$ cat src/rtl/firbank_arbiter.sv
// Round-robin, burst-locking arbiter that shares one synchronous-read FIR coefficient ROM.
// Optional macro FIRBANK_ARB_BURST_LIMIT_EN adds MAX_BURST preemption of long locked bursts.
module firbank_arbiter #(
    parameter int NUM_REQ      = 2,
    parameter int NUM_REQ_LOG2 = 1,
    parameter int ADDR_W       = 12,
    parameter int DATA_W       = 24,
    parameter int ROM_LATENCY  = 1
`ifdef FIRBANK_ARB_BURST_LIMIT_EN
    ,
    parameter int MAX_BURST    = 64
`endif
) (
    input  logic                      clk,
    input  logic                      rst,
    input  logic [NUM_REQ-1:0]        req_i,
    input  logic [NUM_REQ-1:0]        lock_i,
    input  logic [NUM_REQ*ADDR_W-1:0] addr_i,
    output logic [NUM_REQ-1:0]        gnt_o,
    output logic [ADDR_W-1:0]         bank_addr_o,
    input  logic [DATA_W-1:0]         bank_data_i,
    output logic [DATA_W-1:0]         data_o,
    output logic [NUM_REQ-1:0]        ack_o,
    output logic                      busy_o
);
    localparam logic [0:0] ST_IDLE  = 1'b0;
    localparam logic [0:0] ST_GRANT = 1'b1;
    localparam int         IW       = NUM_REQ_LOG2;

    logic [0:0]                          r_state;
    logic [IW-1:0]                       r_ptr;
    logic [IW-1:0]                       r_owner;
    logic [NUM_REQ-1:0]                  r_gnt;
    logic [ADDR_W-1:0]                   r_bank_addr;
    logic [ROM_LATENCY:0][NUM_REQ-1:0]   r_tag;

    logic                                w_found;
    logic [IW-1:0]                       w_winner;
    logic [IW:0]                         w_cand;
    logic                                w_accept;
    logic                                w_release;
    logic                                w_preempt;
    logic [ADDR_W-1:0]                   w_owner_addr;

    // Search starts at the pointer and wraps modulo NUM_REQ.
    always_comb begin
        w_found  = 1'b0;
        w_winner = '0;
        w_cand   = '0;
        for (int i = 0; i < NUM_REQ; i++) begin
            w_cand = {1'b0, r_ptr} + (IW+1)'(i);
            if (w_cand >= (IW+1)'(NUM_REQ)) begin
                w_cand = w_cand - (IW+1)'(NUM_REQ);
            end
            if (!w_found && req_i[w_cand[IW-1:0]]) begin
                w_found  = 1'b1;
                w_winner = w_cand[IW-1:0];
            end
        end
    end

    assign w_accept     = (r_state == ST_GRANT) && req_i[r_owner];
    assign w_owner_addr = addr_i[int'(r_owner)*ADDR_W +: ADDR_W];

`ifdef FIRBANK_ARB_BURST_LIMIT_EN
    localparam int CW = $clog2(MAX_BURST + 1);

    logic [CW-1:0] r_burst_cnt;
    logic [CW-1:0] w_cnt_next;

    always_comb begin
        w_cnt_next = r_burst_cnt;
        if (w_accept && (r_burst_cnt != CW'(MAX_BURST))) begin
            w_cnt_next = r_burst_cnt + CW'(1);
        end
    end

    // Preempt only when someone else is waiting; otherwise the count saturates.
    assign w_preempt = w_accept && (w_cnt_next == CW'(MAX_BURST)) && (|(req_i & ~r_gnt));

    always_ff @(posedge clk or negedge rst) begin
        if (!rst) begin
            r_burst_cnt <= '0;
        end else if (r_state == ST_IDLE) begin
            r_burst_cnt <= '0;
        end else begin
            r_burst_cnt <= w_cnt_next;
        end
    end
`else
    assign w_preempt = 1'b0;
`endif

    assign w_release = (r_state == ST_GRANT) &&
                       (!req_i[r_owner] || (w_accept && (!lock_i[r_owner] || w_preempt)));

    always_ff @(posedge clk or negedge rst) begin
        if (!rst) begin
            r_state     <= ST_IDLE;
            r_ptr       <= '0;
            r_owner     <= '0;
            r_gnt       <= '0;
            r_bank_addr <= '0;
        end else begin
            case (r_state)
                ST_IDLE: begin
                    if (w_found) begin
                        r_state <= ST_GRANT;
                        r_owner <= w_winner;
                        r_gnt   <= NUM_REQ'(1) << w_winner;
                        r_ptr   <= (w_winner == IW'(NUM_REQ - 1)) ? '0 : w_winner + IW'(1);
                    end
                end
                default: begin
                    if (w_accept) begin
                        r_bank_addr <= w_owner_addr;
                    end
                    if (w_release) begin
                        r_state <= ST_IDLE;
                        r_gnt   <= '0;
                    end
                end
            endcase
        end
    end

    // Owner tag rides alongside the ROM read so the ack lands with its data.
    always_ff @(posedge clk or negedge rst) begin
        if (!rst) begin
            r_tag <= '0;
        end else begin
            r_tag[0] <= w_accept ? r_gnt : '0;
            for (int i = 1; i <= ROM_LATENCY; i++) begin
                r_tag[i] <= r_tag[i-1];
            end
        end
    end

    assign gnt_o       = r_gnt;
    assign bank_addr_o = r_bank_addr;
    assign data_o      = bank_data_i;
    assign ack_o       = r_tag[ROM_LATENCY];
    assign busy_o      = (r_state == ST_GRANT);

endmodule

$ cat config.mk
export PLATFORM = sky130hd
export DESIGN_NAME = firbank_arbiter
export DESIGN_NICKNAME = d
export VERILOG_FILES = /design/src/rtl/firbank_arbiter.sv
export SDC_FILE = /design/constraint.sdc
export NUM_CORES = 1
export LEC_CHECK = 0
export BUFFER_PORTS_ARGS = -buffer_cell sky130_fd_sc_hd__buf_4
export CAP_MARGIN = 25
export CORE_UTILIZATION = 35
export DETAILED_ROUTE_END_ITERATION = 8
export GPL_TIMING_DRIVEN = 0
export PLACE_DENSITY = 0.73
export SLEW_MARGIN = 10
export SYNTH_ARGS = -nofsm -noshare
export SYNTH_HDL_FRONTEND = slang
export SYNTH_SLANG_ARGS = --single-unit
$ cat constraint.sdc
create_clock -name clk -period 1.4 [get_ports clk]
set_input_delay 0.21 -clock clk [delete_from_list [all_inputs] [get_ports clk]]
set_output_delay 0.21 -clock clk [all_outputs]
set_load 0.05 [all_outputs]
[Word-level counts from Yosys, hierarchy flattened]
Cells that the tools add are included.
Storage, ports and cells
  register bits after elaboration: 21
  input bits: 54
  logic and storage cells: 55
  output and inout bits: 41
Cells by class
  reductions and logical operators: 12
  $mul: 1
  bitwise operators: 1
  eq/ne operators: 1
  muxes and demuxes: 22
  $lt $le $gt $ge: 5
  $add $sub $neg: 4
  shift operators: 2
Operators by type and width (number)
  24-bit by 6-bit variable part select with 12-bit output: 1
  1-bit two-way mux: 18
  2-bit two-way mux: 4
  1-bit by 2-bit less-than comparator with 1-bit output (second input constant): 3
  2-bit AND reduction: 3
  1-bit logical AND: 4
  1-bit logical NOT: 3
  1-bit by 2-bit multiplier with 3-bit output (second input constant): 1
  1-bit by 1-bit adder with 2-bit output (second input constant): 1
  1-bit by 2-bit greater-or-equal comparator with 1-bit output (second input constant): 1
  2-bit greater-or-equal comparator (second input constant): 1
  2-bit by 1-bit inequality test with 1-bit output (second input constant): 1
  2-bit nonzero test: 1
  1-bit by 1-bit left shift with 2-bit output (first input constant): 1
  1-bit subtractor (second input constant): 2
  1-bit adder (second input constant): 1
  1-bit logical OR: 1
  1-bit inverter: 1

[Logic depth before layout (Yosys ltp)]
  depth in word-level cells: 11
  mapped depth: 5
  gate-level depth less buffers: 3

[Worst setup path before layout]
Ideal clock, no wire load.
  path type: flip-flop to flip-flop
  start: reg r_state (netlist: busy_o)
  end: reg r_state (netlist: busy_o)
  library setup time: 0.121 ns
  slack: 0.088 ns
  data required time: 1.279 ns
  period minus slack after synthesis: 1.312 ns
  buffers on the path: 1
  data arrival time: 1.191 ns
  cell stages (with the launch flop): 4
  cell sequence: dfrtp_1 buf_2 o21ai_0 a22o_1
On the way
  longest elaborated chain between the ends: 6
Ends and longest elaborated chain
  from (decl): line 30  | logic [0:0] r_state;
  from (signal assigned): line 99  | r_state <= ST_IDLE;
  from (signal assigned): line 108  | r_state <= ST_GRANT;
  from (signal assigned): line 119  | r_state <= ST_IDLE;
  1-bit logical AND: line 62  | assign w_accept = (r_state == ST_GRANT) && req_i[r_owner];
  1-bit logical AND: line 95  | (!req_i[r_owner] || (w_accept && (!lock_i[r_owner] || w_preempt)));
  1-bit logical OR: line 95
  1-bit logical AND: line 94  | assign w_release = (r_state == ST_GRANT) &&
  1-bit two-way mux: line 118  | if (w_release) begin
  1-bit two-way mux (*): line 105  | case (r_state)
Every way passes the cells marked *; elsewhere a longest branch is shown, timed or not.
A chain may end at the register's enable or synchronous reset.

[Worst setup path after layout]
  start: reg r_owner
  end: reg r_bank_addr[7] (netlist: bank_addr_o[7])
On the way
  longest elaborated chain between the ends: 4
  elaborated cells between the ends (all ways): 6
  classes of those cells: 1 x mul; 1 x shift; 2 x mux; 2 x reduce/logical
Ends and longest elaborated chain
  from (decl): line 32  | logic [IW-1:0] r_owner;
  from (signal assigned): line 109  | r_owner <= w_winner;
  branches (longest 4 deep; another with 1-bit by 2-bit multiplier with 3-bit output)
  to (signal assigned): line 116  | r_bank_addr <= w_owner_addr;
  to (decl): line 34  | logic [ADDR_W-1:0] r_bank_addr;
Several ways; the timed one is not identified. The select of a mux whose other input is x is not followed.

==> flow_summary.yaml <==
power:
  power_per_cell_area_nw_per_um2: 1940
  total_power_mw: 3.62
  max-vdd-ir-drop_mv: 0.730
  power_leakage_nw: 0.975
detailed_routing:
  wire_per_inst_um: 12.8
  routed_wl_um: 3060
  dr.pass1.iters: 4
  drt_iter0_drc: 60
  via_per_inst: 4.68
  vias: 1118
  drc: 0
  antenna_left: 0
setup_path:
  cp.arrival_ns: 1.50
  crit_start: "r_owner$_DFFE_PN0P_"
  reg2reg_depth: 5
  end_kind: "flop"
  r2r_start: "r_owner$_DFFE_PN0P_"
  path_class: "flop to flop"
  regToRegSetupSlack_ns: 0.06
  cp_data_required_time_ns: 1.56
  crit_end: "bank_addr_o[7]$_DFFE_PN0P_"
  start_kind: "flop"
  crit_fanout: 7
  rr_endpoint: "bank_addr_o[7]$_DFFE_PN0P_"
synth:
  synth-async-reset-ratio_pct: 100
  postSynthCellCount: 115
  synth_edf_count: 0
  netlist_area_sq_um: 1170
  syn_nets: 169
  syn_avg_cell_area_sq_um: 10.2
  ys.warnings.count: 0
  synth.top_cell.area_share_pct: 44.7
  yosysMostFrequentCell: "buf_4"
  synthTopCellsByCount: "buf_4 (26), dfrtp_1 (21), a21oi_1 (15)"
  yosysTopAreaCell: "dfrtp_1"
  ys.flop_type: "dfrtp_1"
  ys_seq_elements: 21
  synth_cell_type_count: 20
  ys_seq_area_share_pct: 44.7
  synth_area_leaders: "dfrtp_1 (45%), buf_4 (17%), mux2i_1 (10%)"
floorplan:
  die_x_um: 59.9
  die_h_um: 59.9
  core_sq_um: 3130
  io_pins: 95
  initial_core_util_pct: 37.6
  die_area_sq_um: 3590
  row_count: 20
finish:
  stdcell_count: 239
  areaGrowthSynthToFinish_pct: 58.5
  diodes: 0
  drive_gt1_share_pct: 59.0
  final_nets: 250
global_routing:
  grt_pass1_vias: 977
  antenna_found_initial: 0
  grt_first_pass_wirelength_um: 4400
  grt_overflow_total: 0
  grt_max_degree: 22
  grt_usage_pct: 16.4
clock_network:
  cts_root_buf: "clkbuf_4"
  clockBufferDepth: 2
  cts_made_buffers: 3
  clk_pin_slew_ns: 0.11
  htreeDepth: 1
  cts_num_sinks: 21
  cts_tree: "built"
  insertion_delay_ns: 0.29
placed_design:
  dp_hpwl_um: 2340
  dpl.cell_count: 228
  port_buffers: 69
  place.gp.congestion: 0.740
timing:
  finalSetupTns_ns: 0
  timing.slew.headroom_pct: 67.7
  fin_crit_sh_pct: 95.9
  slew_violations: 0
  rsz0062_at_grt: "false"
  min_period_ns: 1.34
  clock_skew_ns: 0.00237
  fmax_mhz: 745
  setup_violations: 0
  worstMarginPinSlew_ns: 0.484
  finalHoldViolations: 0
outcome:
  outcome: "complete, no violations"
min_path:
  hp-class: "primary input to flop"
job:
  maxCapViolations: 0
## report_power, final
| group | switching [mW] | leakage, nW | internal, mW |
|---|---|---|---|
| clock network | 0.166 | 0.0150 | 0.111 |
| registers | 0.152 | 0.246 | 0.844 |
| logic | 1.47 | 0.714 | 0.877 |
## layout make-up
| class | count | area [sq um] |
|---|---|---|
| timing repair buffer | 76 | 591 |
| multi-input combinational | 57 | 398 |
| inverter | 3 | 11.3 |
| sequential | 21 | 526 |
| clock buffer | 4 | 26.3 |
| fill | 280 | 1270 |
| buffer | 34 | 255 |
| tap | 44 | 55.1 |
## kinds of logic after synthesis
| kind of cell | Yosys count | synth area share (%) |
|---|---|---|
| AO/OA/AOI/OAI | 36 | 18.3 |
| buffers and inverters | 37 | 22.4 |
| flip-flops | 21 | 44.7 |
| multiplexers | 13 | 11.5 |
| AND/OR/NAND/NOR | 8 | 3.09 |
## metrics by stage
| step | util [%] | area, sq um | setup WS, ns | hold WS, ns |
|---|---|---|---|---|
| floorplan | - | 1170 | 0.0879 | -0.0856 |
| global placement | 55.9 | 1750 | 0.0654 | 0.101 |
| detailed placement | 55.9 | 1750 | 0.0245 | 0.106 |
| CTS | 57.0 | 1780 | 0.0115 | 0.149 |
| global route | 59.5 | 1860 | 0.00865 | 0.155 |
| finish | 59.5 | 1860 | 0.0571 | 0.154 |
## state kept, by name (all words and copies together), names as in the netlist
| register | cells |
|---|---|
| r_ptr | 1 |
| ack_o | 2 |
| bank_addr_o | 12 |
| busy_o | 1 |
| gnt_o | 2 |
| r_owner | 1 |
| r_tag | 2 |
## critical path, stage by stage (launching register included)
cell and delay (ns):
dfrtp_1 0.39, buf_6 0.13, mux2_4 0.35, buf_4 0.16, a21oi_1 0.14, a31oi_1 0.05
## how the worst min path moves through the flow
| stage | startpoint | endpoint | slack (ns) | cells after the start |
|---|---|---|---|---|
| global route | req_i[0] | r_owner$_DFFE_PN0P_ | 0.15 | 2 |
| detailed placement | rst | bank_addr_o[2]$_DFFE_PN0P_ | 0.11 | 1 |
| finish | req_i[0] | r_owner$_DFFE_PN0P_ | 0.15 | 2 |
| global placement | rst | bank_addr_o[2]$_DFFE_PN0P_ | 0.10 | 1 |
| CTS | req_i[0] | r_owner$_DFFE_PN0P_ | 0.15 | 2 |
| floorplan | rst | ack_o[0]$_DFF_PN0_ | -0.09 | 0 |
## routing by layer
layer | share of wire, % | global-route usage [%]
met3 | 10 | 2.38
met4 | 0 | 1.99
met5 | 0 | 0
met1 | 38 | 20.0
met2 | 52 | 31.1
## cell usage in the layout (no fill, tap or decap), types with 2 or more instances in the layout
cell / count
inv_1: 3
a21oi_1: 12
clkbuf_4: 3
nand2_1: 4
dfrtp_1: 21
buf_2: 3
a21oi_2: 3
clkbuf_1: 3
buf_4: 100
a31oi_1: 14
buf_6: 2
mux2i_1: 12
o21ai_0: 2
and3_1: 2
## timing repair
item	4_1_cts	5_1_grt
endpoints found under the setup margin	0	6
hold endpoints to repair	21	0
gates resized for setup	0	4
hold buffers	1	0
setup buffers	0	5
Note: power is estimated with default switching activity, not from simulation.
